$ cat config.mk
export PLATFORM = sky130hd
export DESIGN_NAME = sobel_frame_ctrl
export DESIGN_NICKNAME = d
export VERILOG_FILES = /design/src/rtl/sobel_frame_ctrl.sv
export SDC_FILE = /design/constraint.sdc
export NUM_CORES = 1
export LEC_CHECK = 0
export CAP_MARGIN = 30
export CORE_MARGIN = 3
export CORE_UTILIZATION = 45
export DETAILED_ROUTE_END_ITERATION = 8
export PLACE_DENSITY = 0.82
export SYNTH_ARGS = -nofsm -noshare
export SYNTH_HDL_FRONTEND = slang
export SYNTH_SLANG_ARGS = --single-unit
$ cat constraint.sdc
create_clock -name clk -period 3.5 [get_ports clk]
set_input_delay 0.525 -clock clk [delete_from_list [all_inputs] [get_ports clk]]
set_output_delay 0.525 -clock clk [all_outputs]
set_load 0.02 [all_outputs]
$ cat src/rtl/sobel_frame_ctrl.sv
// rtl/sobel_frame_ctrl.sv - frame sequencer feeding one image through the Sobel core
//
// Purpose: on start, hold the core in reset for one clear cycle, stream
// IMG_WIDTH*IMG_HEIGHT pixels gaplessly from a 1-cycle-latency pixel memory,
// capture the (IMG_WIDTH-2)*(IMG_HEIGHT-2) valid core results into a result
// memory, count edge pixels and report done, or a sticky err on drain timeout.
//
// Ports:
//   clk, rst          clock, asynchronous active-high reset
//   start, abort      frame request (IDLE only) / cancel (any state, wins over start)
//   busy, done, err   status: CLR/FETCH/DRAIN, one-cycle completion pulse, sticky timeout
//   mem_rd_*          pixel memory read port (raster order)
//   core_*            Sobel core reset, pixel stream and result inputs
//   res_wr_*          result memory write port
//   edge_count        number of edge results in the last/current frame
//   frame_cycles      busy-cycle counter, present only with SOBEL_CTRL_PERF_EN
//
// Optional feature macro: SOBEL_CTRL_PERF_EN

module sobel_frame_ctrl #(
    parameter int IMG_WIDTH     = 256,
    parameter int IMG_HEIGHT    = 256,
    parameter int ADDR_W        = 16,
    parameter int DRAIN_TIMEOUT = 1024
) (
    input  logic              clk,
    input  logic              rst,
    input  logic              start,
    input  logic              abort,
    output logic              busy,
    output logic              done,
    output logic              err,
    output logic              mem_rd_en,
    output logic [ADDR_W-1:0] mem_rd_addr,
    input  logic [7:0]        mem_rd_data,
    output logic              core_rst,
    output logic [7:0]        core_pixel,
    input  logic              core_sobel,
    input  logic              core_valid,
    output logic              res_wr_en,
    output logic [ADDR_W-1:0] res_wr_addr,
    output logic              res_wr_data,
`ifdef SOBEL_CTRL_PERF_EN
    output logic [31:0]       frame_cycles,
`endif
    output logic [ADDR_W-1:0] edge_count
);

    localparam logic [ADDR_W-1:0] PIX_LAST = ADDR_W'(IMG_WIDTH * IMG_HEIGHT - 1);
    localparam logic [ADDR_W-1:0] RES_NUM  = ADDR_W'((IMG_WIDTH - 2) * (IMG_HEIGHT - 2));
    localparam int                DRAIN_W  = $clog2(DRAIN_TIMEOUT + 1);
    localparam logic [DRAIN_W-1:0] DRAIN_LAST = DRAIN_W'(DRAIN_TIMEOUT - 1);

    typedef enum logic [2:0] {
        S_IDLE,
        S_CLR,
        S_FETCH,
        S_DRAIN,
        S_DONE
    } state_t;

    state_t              state_q, state_d;
    logic [ADDR_W-1:0]   pix_cnt_q, pix_cnt_d;
    logic [ADDR_W-1:0]   res_cnt_q, res_cnt_d;
    logic [ADDR_W-1:0]   edge_cnt_q, edge_cnt_d;
    logic [DRAIN_W-1:0]  drain_cnt_q, drain_cnt_d;
    logic                err_q, err_d;
    logic                core_rst_q, core_rst_d;
    logic                wr_en_q, wr_en_d;
    logic [ADDR_W-1:0]   wr_addr_q, wr_addr_d;
    logic                wr_data_q, wr_data_d;
    logic                accept;
    logic                start_ok;

    always_ff @(posedge clk or posedge rst) begin
        if (rst) begin
            state_q     <= S_IDLE;
            pix_cnt_q   <= '0;
            res_cnt_q   <= '0;
            edge_cnt_q  <= '0;
            drain_cnt_q <= '0;
            err_q       <= 1'b0;
            core_rst_q  <= 1'b1;
            wr_en_q     <= 1'b0;
            wr_addr_q   <= '0;
            wr_data_q   <= 1'b0;
        end else begin
            state_q     <= state_d;
            pix_cnt_q   <= pix_cnt_d;
            res_cnt_q   <= res_cnt_d;
            edge_cnt_q  <= edge_cnt_d;
            drain_cnt_q <= drain_cnt_d;
            err_q       <= err_d;
            core_rst_q  <= core_rst_d;
            wr_en_q     <= wr_en_d;
            wr_addr_q   <= wr_addr_d;
            wr_data_q   <= wr_data_d;
        end
    end

    always_comb begin
        state_d     = state_q;
        pix_cnt_d   = pix_cnt_q;
        res_cnt_d   = res_cnt_q;
        edge_cnt_d  = edge_cnt_q;
        drain_cnt_d = drain_cnt_q;
        err_d       = err_q;

        start_ok = (state_q == S_IDLE) && start && !abort;

        // Results are counted when accepted, so the R-th write cycle already
        // sees res_cnt_q == R and any further core_valid is dropped.
        accept = core_valid && !abort && (res_cnt_q < RES_NUM) &&
                 ((state_q == S_FETCH) || (state_q == S_DRAIN));

        wr_en_d   = accept;
        wr_addr_d = res_cnt_q;
        wr_data_d = core_sobel;

        if (accept) begin
            res_cnt_d = res_cnt_q + 1'b1;
            if (core_sobel && (edge_cnt_q < RES_NUM)) begin
                edge_cnt_d = edge_cnt_q + 1'b1;
            end
        end

        unique case (state_q)
            S_IDLE: begin
                if (start_ok) begin
                    state_d     = S_CLR;
                    err_d       = 1'b0;
                    edge_cnt_d  = '0;
                    res_cnt_d   = '0;
                    pix_cnt_d   = '0;
                    drain_cnt_d = '0;
                end
            end
            S_CLR: state_d = S_FETCH;
            S_FETCH: begin
                if (pix_cnt_q == PIX_LAST) begin
                    pix_cnt_d = '0;
                    state_d   = S_DRAIN;
                end else begin
                    pix_cnt_d = pix_cnt_q + 1'b1;
                end
            end
            S_DRAIN: begin
                if (res_cnt_q == RES_NUM) begin
                    state_d = S_DONE;
                end else if (drain_cnt_q == DRAIN_LAST) begin
                    err_d   = 1'b1;
                    state_d = S_IDLE;
                end else begin
                    drain_cnt_d = drain_cnt_q + 1'b1;
                end
            end
            S_DONE: state_d = S_IDLE;
            default: state_d = S_IDLE;
        endcase

        if (abort) begin
            state_d   = S_IDLE;
            pix_cnt_d = '0;
        end

        // Core leaves reset one cycle into FETCH, so its first unreset sample
        // is pixel 0 arriving from the memory's read latency.
        core_rst_d = !((state_d == S_DRAIN) ||
                       ((state_d == S_FETCH) && (state_q == S_FETCH)));
    end

`ifdef SOBEL_CTRL_PERF_EN
    logic [31:0] frame_cycles_q;

    always_ff @(posedge clk or posedge rst) begin
        if (rst) begin
            frame_cycles_q <= '0;
        end else if (start_ok) begin
            frame_cycles_q <= '0;
        end else if (busy && !abort && !(&frame_cycles_q)) begin
            frame_cycles_q <= frame_cycles_q + 32'd1;
        end
    end

    assign frame_cycles = frame_cycles_q;
`endif

    assign busy        = (state_q == S_CLR) || (state_q == S_FETCH) || (state_q == S_DRAIN);
    assign done        = (state_q == S_DONE);
    assign err         = err_q;
    assign mem_rd_en   = (state_q == S_FETCH);
    assign mem_rd_addr = pix_cnt_q;
    assign core_rst    = core_rst_q;
    assign core_pixel  = mem_rd_data;
    assign res_wr_en   = wr_en_q;
    assign res_wr_addr = wr_addr_q;
    assign res_wr_data = wr_data_q;
    assign edge_count  = edge_cnt_q;

endmodule

* After elaboration in Yosys (flattened, before gate mapping) *
Cells that the tools add are included.

operators by class
  eq/ne operators = 14
  mux-type cells = 25
  $lt $le $gt $ge = 2
  $add $sub $neg = 4
  reduce and logical (&&, ||, !) cells = 19

operator list
  cell                     number
  $mux W16                 10
  $add A16 B1 Y16 const B  3
  $mux W11                 3
  $eq A16 B16 Y1 const B   2
  $lt A16 B16 Y1 const B   2
  $pmux W16 S2             1
  $pmux W11 S2             1
  $mux W3                  5
  $eq A3 B2 Y1 const B     4
  $pmux W3 S4              1
  $add A11 B1 Y11 const B  1
  $eq A11 B10 Y1 const B   1
  $reduce_and A4 Y1        2
  $logic_and A1 B1 Y1      7
  $ne A2 B2 Y1 const B     3
  $logic_or A1 B1 Y1       4
  $eq A3 B1 Y1 const B     1
  $eq A3 B3 Y1 const B     1
  $logic_not A3 Y1         1
  $mux W1                  3
  $ne A3 B3 Y1 const B     1
  $reduce_bool A3 Y1       1
  $logic_not A1 Y1         2
  $ne A2 B1 Y1 const B     1
  3 further kinds          3

storage, ports and cells
  output and inout port bits = 63
  bits of input ports = 14
  register bits = 82
  word-level logic and storage cells = 74

* Logic depth before layout (Yosys ltp) *
Gate-level depths: netlist of the first run.

  depth after elaboration = 10
  gate-level depth with buffers = 8
  mapped depth without buffers = 7

* Worst setup path before layout of the first run *
OpenSTA, ideal clock, no wires.

  path type = flip-flop to flip-flop
  start = reg res_cnt_q[8]
  end = reg edge_cnt_q[13], in the netlist edge_count[13]
  slack = 1.326 ns
  cell stages (with the launch flop) = 8
  required time = 3.364 ns
  path buffers = 2
  library setup time = 0.136 ns
  period minus slack after synthesis = 2.174 ns
  arrival = 2.037 ns
  cells stage by stage = dfrtp_1 > or4_4 > nor3_4 > o2111ai_2 > buf_2 > buf_4 > o31ai_1 > a21oi_1

on the way
  longest elaborated chain between the ends = 6

RTL lines
  item                                   RTL line  text
  start: declaration                     64        logic [ADDR_W-1:0] res_cnt_q, res_cnt_d;
  start signal: assignment               90        res_cnt_q <= res_cnt_d;
  $lt A16 B16 Y1 (*)                     113       accept = core_valid && !abort && (res_cnt_q < RES_NUM) &&
  $logic_and A1 B1 Y1 (*) (2 in series)  113
  $mux W16 (*)                           120       if (accept) begin
  $mux W16                               129       if (start_ok) begin
  $mux W16 (*)                           127       unique case (state_q)
  via edge_cnt_d[13]                     65        logic [ADDR_W-1:0] edge_cnt_q, edge_cnt_d;
  end signal: assignment                 91        edge_cnt_q <= edge_cnt_d;
  end: declaration                       65

The timed path passes the listed nets; every way through them passes the cells marked *.
A chain may end at the register's enable or synchronous reset.

* Final worst setup path of the first run *
  start = reg res_cnt_q[8]
  end = reg edge_cnt_q[11], in the netlist edge_count[11]

Same word-level chain as after synthesis.

==> summary.txt, run 1 <==
Logic synthesis
  • Cells after Synth: 403
  • Post-synth EDFFs: 0
  • Synthesized flop and latch total: 82
  • Mean post-synth cell area: 9.80 um^2
  • Net Count, Synth: 422
  • Yosys warnings: 0
  • FFs w/ async S/R, synth: 100%
  • Post-synthesis sequential area ratio: 52.0%
  • Synth top area share: 51.3%
  • Leading area contributor after synthesis: dfrtp_1
  • Post-synth top flop: dfrtp_1
  • Synth cell types: 47
  • Area contributors post-synth: dfrtp_1, nand2_1, a21oi_1, nor2_1, o21ai_0
  • Mapped Area: 3950 um^2

Clock tree
  • Worst skew pair latency: 0.35 ns
  • CTS tree: done
  • CTS Sinks: 82
  • Clk pin slew, worst setup/hold paths: 0.09 ns
  • Root buffer cell: clkbuf_8
  • Post-CTS Setup Bufs: 0
  • Post-CTS Hold Buffers: 0
  • CTS Buffer Depth: 2
  • CTS buffer count: 9
  • H-tree levels: 3
  • Post-CTS resize count: 0

Placement
  • Place WS: 0.791 ns
  • Final HPWL DP: 6420 um
  • Placer Congestion: 0.842
  • IO buf count: 60

Floorplan
  • Num rows: 33
  • Initial Utilization: 47.1%
  • Core Area: 8380 um^2
  • I/O pin total: 77
  • Die width: 99.7 um
  • Die area: 9930 um^2
  • Die height: 99.7 um

Worst setup path
  • WP data arrival: 2.90 ns
  • Crit Path Max Fanout: 16
  • CP Launch Type: flop
  • CP max stage delay: 0.60 ns
  • R2R setup slack: 0.87 ns
  • Required @ worst endpoint: 3.77 ns
  • Crit path kind: reg -> reg
  • Cell family with most CP delay: simple AND/OR/NAND/NOR gates
  • Cell Chain, Critical Path: or4_4 > nor3_4 > o2111ai_2 > buf_4 > or3_1 > a21oi_1
  • Worst setup EP type: flop
  • CP max-delay cell: or4_4
  • WP buf/inv: 1

Run status
  • Outcome: completed

Routing
  • WL/cell: 15.9 um
  • Drt total wl: 9070 um
  • Pre-Repair DR Iteration Count: 4
  • Via count: 3326
  • DR DRC count: 0
  • Initial drt markers: 162
  • Vias per cell: 5.85
  • Final ANT Viol Nets: 0

Cells and area
  • N_diodes: 0
  • Layout net count: 478
  • # fillers: 710
  • Area grow syn2layout: 21.6%
  • Most frequent cells in the layout: dfrtp_1, clkdlybuf4s50_1, nand2_1, nor2_1, a21oi_1
  • Share of cells above drive strength 1: 7.33%
  • Most common cell after layout, fill and taps aside: dfrtp_1

STA
  • Worst setup margin: 0.873 ns
  • Fmax: 381 MHz
  • Final Cycle Share: 75.1%
  • Final hold vios: 0
  • Unrepaired setup endpoints after global routing: no
  • Setup TNS: 0 ns
  • Min Tclk post-route: 2.63 ns
  • Min Hold Slack: 0.462 ns
  • Clock skew: 0.00964 ns
  • Actual slew at the worst max-slew pin: 0.734 ns
  • Slew headroom: 50.7%
  • Final Max Slew Viols: 0
  • Setup violators final: 0

Global route
  • Largest net degree at the start of global routing: 41
  • Gr usage total: 19.0%
  • Vias in the first global route: 3244
  • Remaining global-route overflow: 0
  • Initial antenna violation count: 0
  • First-pass GRT wire length: 15500 um

Power and ir drop
  • Peak VDD IR: 0.187 mV
  • PwrDens: 366 nW/um^2
  • Leak: 1.99 nW

Hold path
  • Min-Delay Path Class: reg -> reg

Run
  • Max-Cap Viols: 0
[registers in the layout (all words and copies together) (netlist names)]
register and flops:
core_rst 1, drain_cnt_q 11, edge_count 16, err 1, mem_rd_addr 16, res_cnt_q 16, res_wr_addr 16, res_wr_data 1
res_wr_en 1, state_q 3
[path summary, 6_finish.rpt]
path                               start              end  cells after the start
min in group asynchronous            rst    res_cnt_q[13]                      2
max reg2reg                 res_cnt_q[8]   edge_count[11]                      6
max in group asynchronous            rst         core_rst                      3
max                         res_cnt_q[8]   edge_count[11]                      6
min                        res_cnt_q[14]  res_wr_addr[14]                      0
min reg2reg                res_cnt_q[14]  res_wr_addr[14]                      0
[metal layers]
layer / GRT usage (%) / up-vias / share of wire (%)
met2: 30.3 / 101 / 49
met4: 5.57 / 0 / 1.3
met5: 0 / - / 0
li1: - / 1571 / -
met3: 4.00 / 16 / 5.4
met1: 26.3 / 1638 / 44
[power by group]
part	total, W	switching (W)	internal (W)	leakage, nW
logic	0.000126	0.0000815	0.0000448	0.756
registers	0.000978	0.0000163	0.000962	1.14
clock network	0.000653	0.000367	0.000286	0.0948
[stage by stage]
step,cells,total power (W),cell area [um^2],util (%)
final,569,0.00176,4800,57.2
after global placement,553,0.00112,4610,55.0
after global routing,569,0.00183,4800,57.2
after CTS,569,0.00177,4800,57.2
after detailed placement,553,0.00112,4610,55.0
after floorplan,403,0.00108,3950,-
[final cells by class]
type                    instances  area, um^2  share of cell area [%]
flip-flops and latches         82        2050                    42.8
multi-input cells             290        1740                    36.3
repair buffers                 66         646                    13.5
clock buffers                  10         138                    2.87
well taps                     105         131                    2.74
clock inverters                 6        50.0                    1.04
inverters                      10        38.8                   0.808
[cells in the mapped netlist, drive strengths merged (2+ instances only)]
cell     instances
or4              8
o21a             3
nor3            15
o211ai           3
and2             5
nor3b            2
inv             10
and4             3
nand3b           2
nand3           19
or2              4
a31o             2
ha               5
buf             12
dfrtp           81
and3             8
o2111ai          5
xor2             3
mux2i           10
a31oi            2
a22o             3
nor2            34
a211o            2
nor2b            2
nor4bb           2
nand4           11
o21ai           22
nand2           42
or3             13
xnor2           11
nor4             8
a21oi           26
clkbuf           9
o31ai            8
[cell families (layout without fill, tap and decap cells)]
kind of cell | count (synthesis) | count (layout) | synth area share (%)
AO/OA/AOI/OAI | 81 | 81 | 12.9
XOR/XNOR | 14 | 14 | 3.11
adder cells (fa/ha/maj) | 5 | 5 | 1.58
buffers and inverters | 31 | 92 | 3.87
flip-flops | 82 | 82 | 52.0
multiplexers | 11 | 11 | 2.82
AND/OR/NAND/NOR | 179 | 179 | 23.7
(Power assumes the default switching activity.)
==> inputs of run 2 (changes only) <==
Settings changed: PLACE_DENSITY 0.82 to 0.85.
Clock period 3.5 ns to 2.3 ns, I/O delays scaled along.
==> run 2 against run 1 <==
  * Worst setup slack got worse by 0.80 ns
  * Sequential share of layout area is 2.0 points lower
  * Core utilization increased by 2.9 points
  * Highest routed layer unchanged
==> summary.txt, run 2 (synthesis gave the netlist of run 1 again) <==
Run status
  • Outcome: completed

Routing
  • Via count: 3471 (+4.4%)
  • WL/cell: 15.9 um (-0.34%)
  • Initial drt markers: 292 (+80%)
  • Drt total wl: 9440 um (+4.0%)
  • DR DRC count: 0 (unchanged)
  • Pre-Repair DR Iteration Count: 5 (+1)
  • Vias per cell: 5.84 (about the same)
  • Final ANT Viol Nets: 0 (unchanged)

Cells and area
  • Area grow syn2layout: 27.6%
  • N_diodes: 0 (unchanged)
  • Footprint of the multi-input gates: 1770 um^2 (+1.5%)
  • Most common cell after layout, fill and taps aside: dfrtp_1
  • Share of cells above drive strength 1: 12.7% (+5.4 points)
  • Area occupied by registers: 2050 um^2 (unchanged)
  • Layout net count: 503 (+5.2%)
  • # fillers: 664 (-6.5%)
  • Cell Count, Final, Fillers Out: 594 (+4.4%)
  • Most frequent cells in the layout: dfrtp_1, clkdlybuf4s50_1, nand2_1, nor2_1, buf_4

STA
  • Final Max Slew Viols: 0 (unchanged)
  • Actual slew at the worst max-slew pin: 0.778 ns (+0.0443 ns)
  • Setup violators final: 0 (unchanged)
  • Fmax: 448 MHz (+18%)
  • Slew headroom: 47.7% (-3.0 points)
  • Worst setup margin: 0.0684 ns (-0.805 ns)
  • Min Tclk post-route: 2.23 ns (-0.395 ns)
  • Unrepaired setup endpoints after global routing: yes
  • Final Cycle Share: 97.0% (+22 points)
  • Clock skew: 0.0157 ns (+0.00611 ns)
  • Final hold vios: 0 (unchanged)

Clock tree
  • H-tree levels: 3 (unchanged)
  • CTS tree: done
  • Worst skew pair latency: 0.36 ns (about the same)
  • CTS buffer count: 9 (unchanged)
  • Clk pin slew, worst setup/hold paths: 0.09 ns (about the same)
  • CTS Buffer Depth: 2 (unchanged)
  • CTS Sinks: 82 (unchanged)
  • Root buffer cell: clkbuf_8

Placement
  • DP Cell Count: 578 (+4.5%)
  • IO buf count: 60 (unchanged)
  • Placer Congestion: 0.878 (+4.2%)
  • Final HPWL DP: 6760 um (+5.3%)
  • Place WS: -0.0834 ns (-0.874 ns)

Global route
  • Remaining global-route overflow: 0 (unchanged)
  • Gr usage total: 20.1% (+1.1 points)
  • First-pass GRT wire length: 16100 um (+4.3%)
  • Vias in the first global route: 3388 (+4.4%)
  • Initial antenna violation count: 0 (unchanged)
  • Largest net degree at the start of global routing: 30 (-27%)

Run
  • Max-Cap Viols: 0 (unchanged)

Worst setup path
  • WP data arrival: 2.50 ns (-0.40 ns)
  • Crit Path Max Fanout: 11 (-5)
  • WP buf/inv: 0 (-1)
  • Worst setup EP type: flop
  • CP Launch Type: flop
  • Cell Chain, Critical Path: or4_4 > nor3_4 > o2111ai_4 > or4_1 > a21oi_1
  • CP max stage delay: 0.58 ns (-0.02 ns)
  • CP max-delay cell: or4_4
  • Cell family with most CP delay: simple AND/OR/NAND/NOR gates
  • Required @ worst endpoint: 2.57 ns (-1.20 ns)
  • Crit path kind: reg -> reg

Floorplan
  • Initial Utilization: 47.1% (unchanged)
  • Die area: 9930 um^2 (unchanged)
  • Core Area: 8380 um^2 (unchanged)
  • Num rows: 33 (unchanged)
  • Die width: 99.7 um (unchanged)
  • I/O pin total: 77 (unchanged)
  • Die height: 99.7 um (unchanged)

Power and ir drop
  • PwrDens: 531 nW/um^2 (+45%)
  • Total power: 0.00268 W (+52%)
  • Leak: 2.13 nW (+6.9%)
  • Peak VDD IR: 0.323 mV (+72%)

Hold path
  • Min-Delay Path Class: in -> async
==> run 2: worst paths after layout <==
kind                              start  slack [ns]        endpoint  depth (start not counted)
min in group clk           res_cnt_q[7]        0.45  res_wr_addr[7]                          0
setup reg to reg           res_cnt_q[8]        0.07   edge_count[8]                          5
max in group asynchronous           rst        1.32   edge_count[7]                          3
setup / recovery           res_cnt_q[8]        0.07   edge_count[8]                          5
hold / removal                      rst        0.42    res_cnt_q[7]                          2
hold reg to reg            res_cnt_q[7]        0.45  res_wr_addr[7]                          0
==> run 2: per-layer routing <==
layer / track usage, % / share of wire (%) / vias up
li1: - / - / 1620
met1: 27.3 / 43 / 1705
met2: 31.2 / 49 / 130
met3: 5.33 / 5.9 / 16
met4: 6.93 / 1.7 / 0
met5: 0 / 0 / -
==> run 2: final cells by class <==
type / instances / area share, %
clock inverter: 6 / 0.968
inverter: 10 / 0.819
sequential: 82 / 40.7
multi-input combinational: 290 / 35.1
tap: 105 / 2.61
clock buffer: 10 / 2.73
timing repair buffer: 91 / 17.0
==> run 2: where the power goes <==
part / switching (W) / internal, W / leakage [nW] / total [W]
registers: 0.0000249 / 0.00146 / 1.14 / 0.00149
logic: 0.000126 / 0.0000806 / 0.892 / 0.000207
clock network: 0.000547 / 0.000433 / 0.0972 / 0.000980
==> run 2: per-stage QoR <==
stage	hold slack (ns)	utilization, %	setup TNS (ns)	area, um^2
6_report	0.422	60.1	0	5040
4_1_cts	0.438	59.9	0	5020
2_1_floorplan	0.376	-	0	3950
3_3_place_gp	0.424	57.6	0	4830
5_1_grt	0.462	60.1	-0.0539	5040
3_5_place_dp	0.428	57.6	-0.437	4830
==> run 2: worst reg2reg max path, stage by stage (launching register included) <==
cell       delay (ns)
dfrtp_1          0.39
or4_4            0.58
nor3_4           0.24
o2111ai_4        0.21
or4_1            0.54
a21oi_1          0.18
==> run 2: what timing repair did <==
action / CTS / global route
buffers inserted: 0 / 0
hold buffers: 0 / 0
resized for setup: 1 / 3
endpoints found under the setup margin: 1 / 5
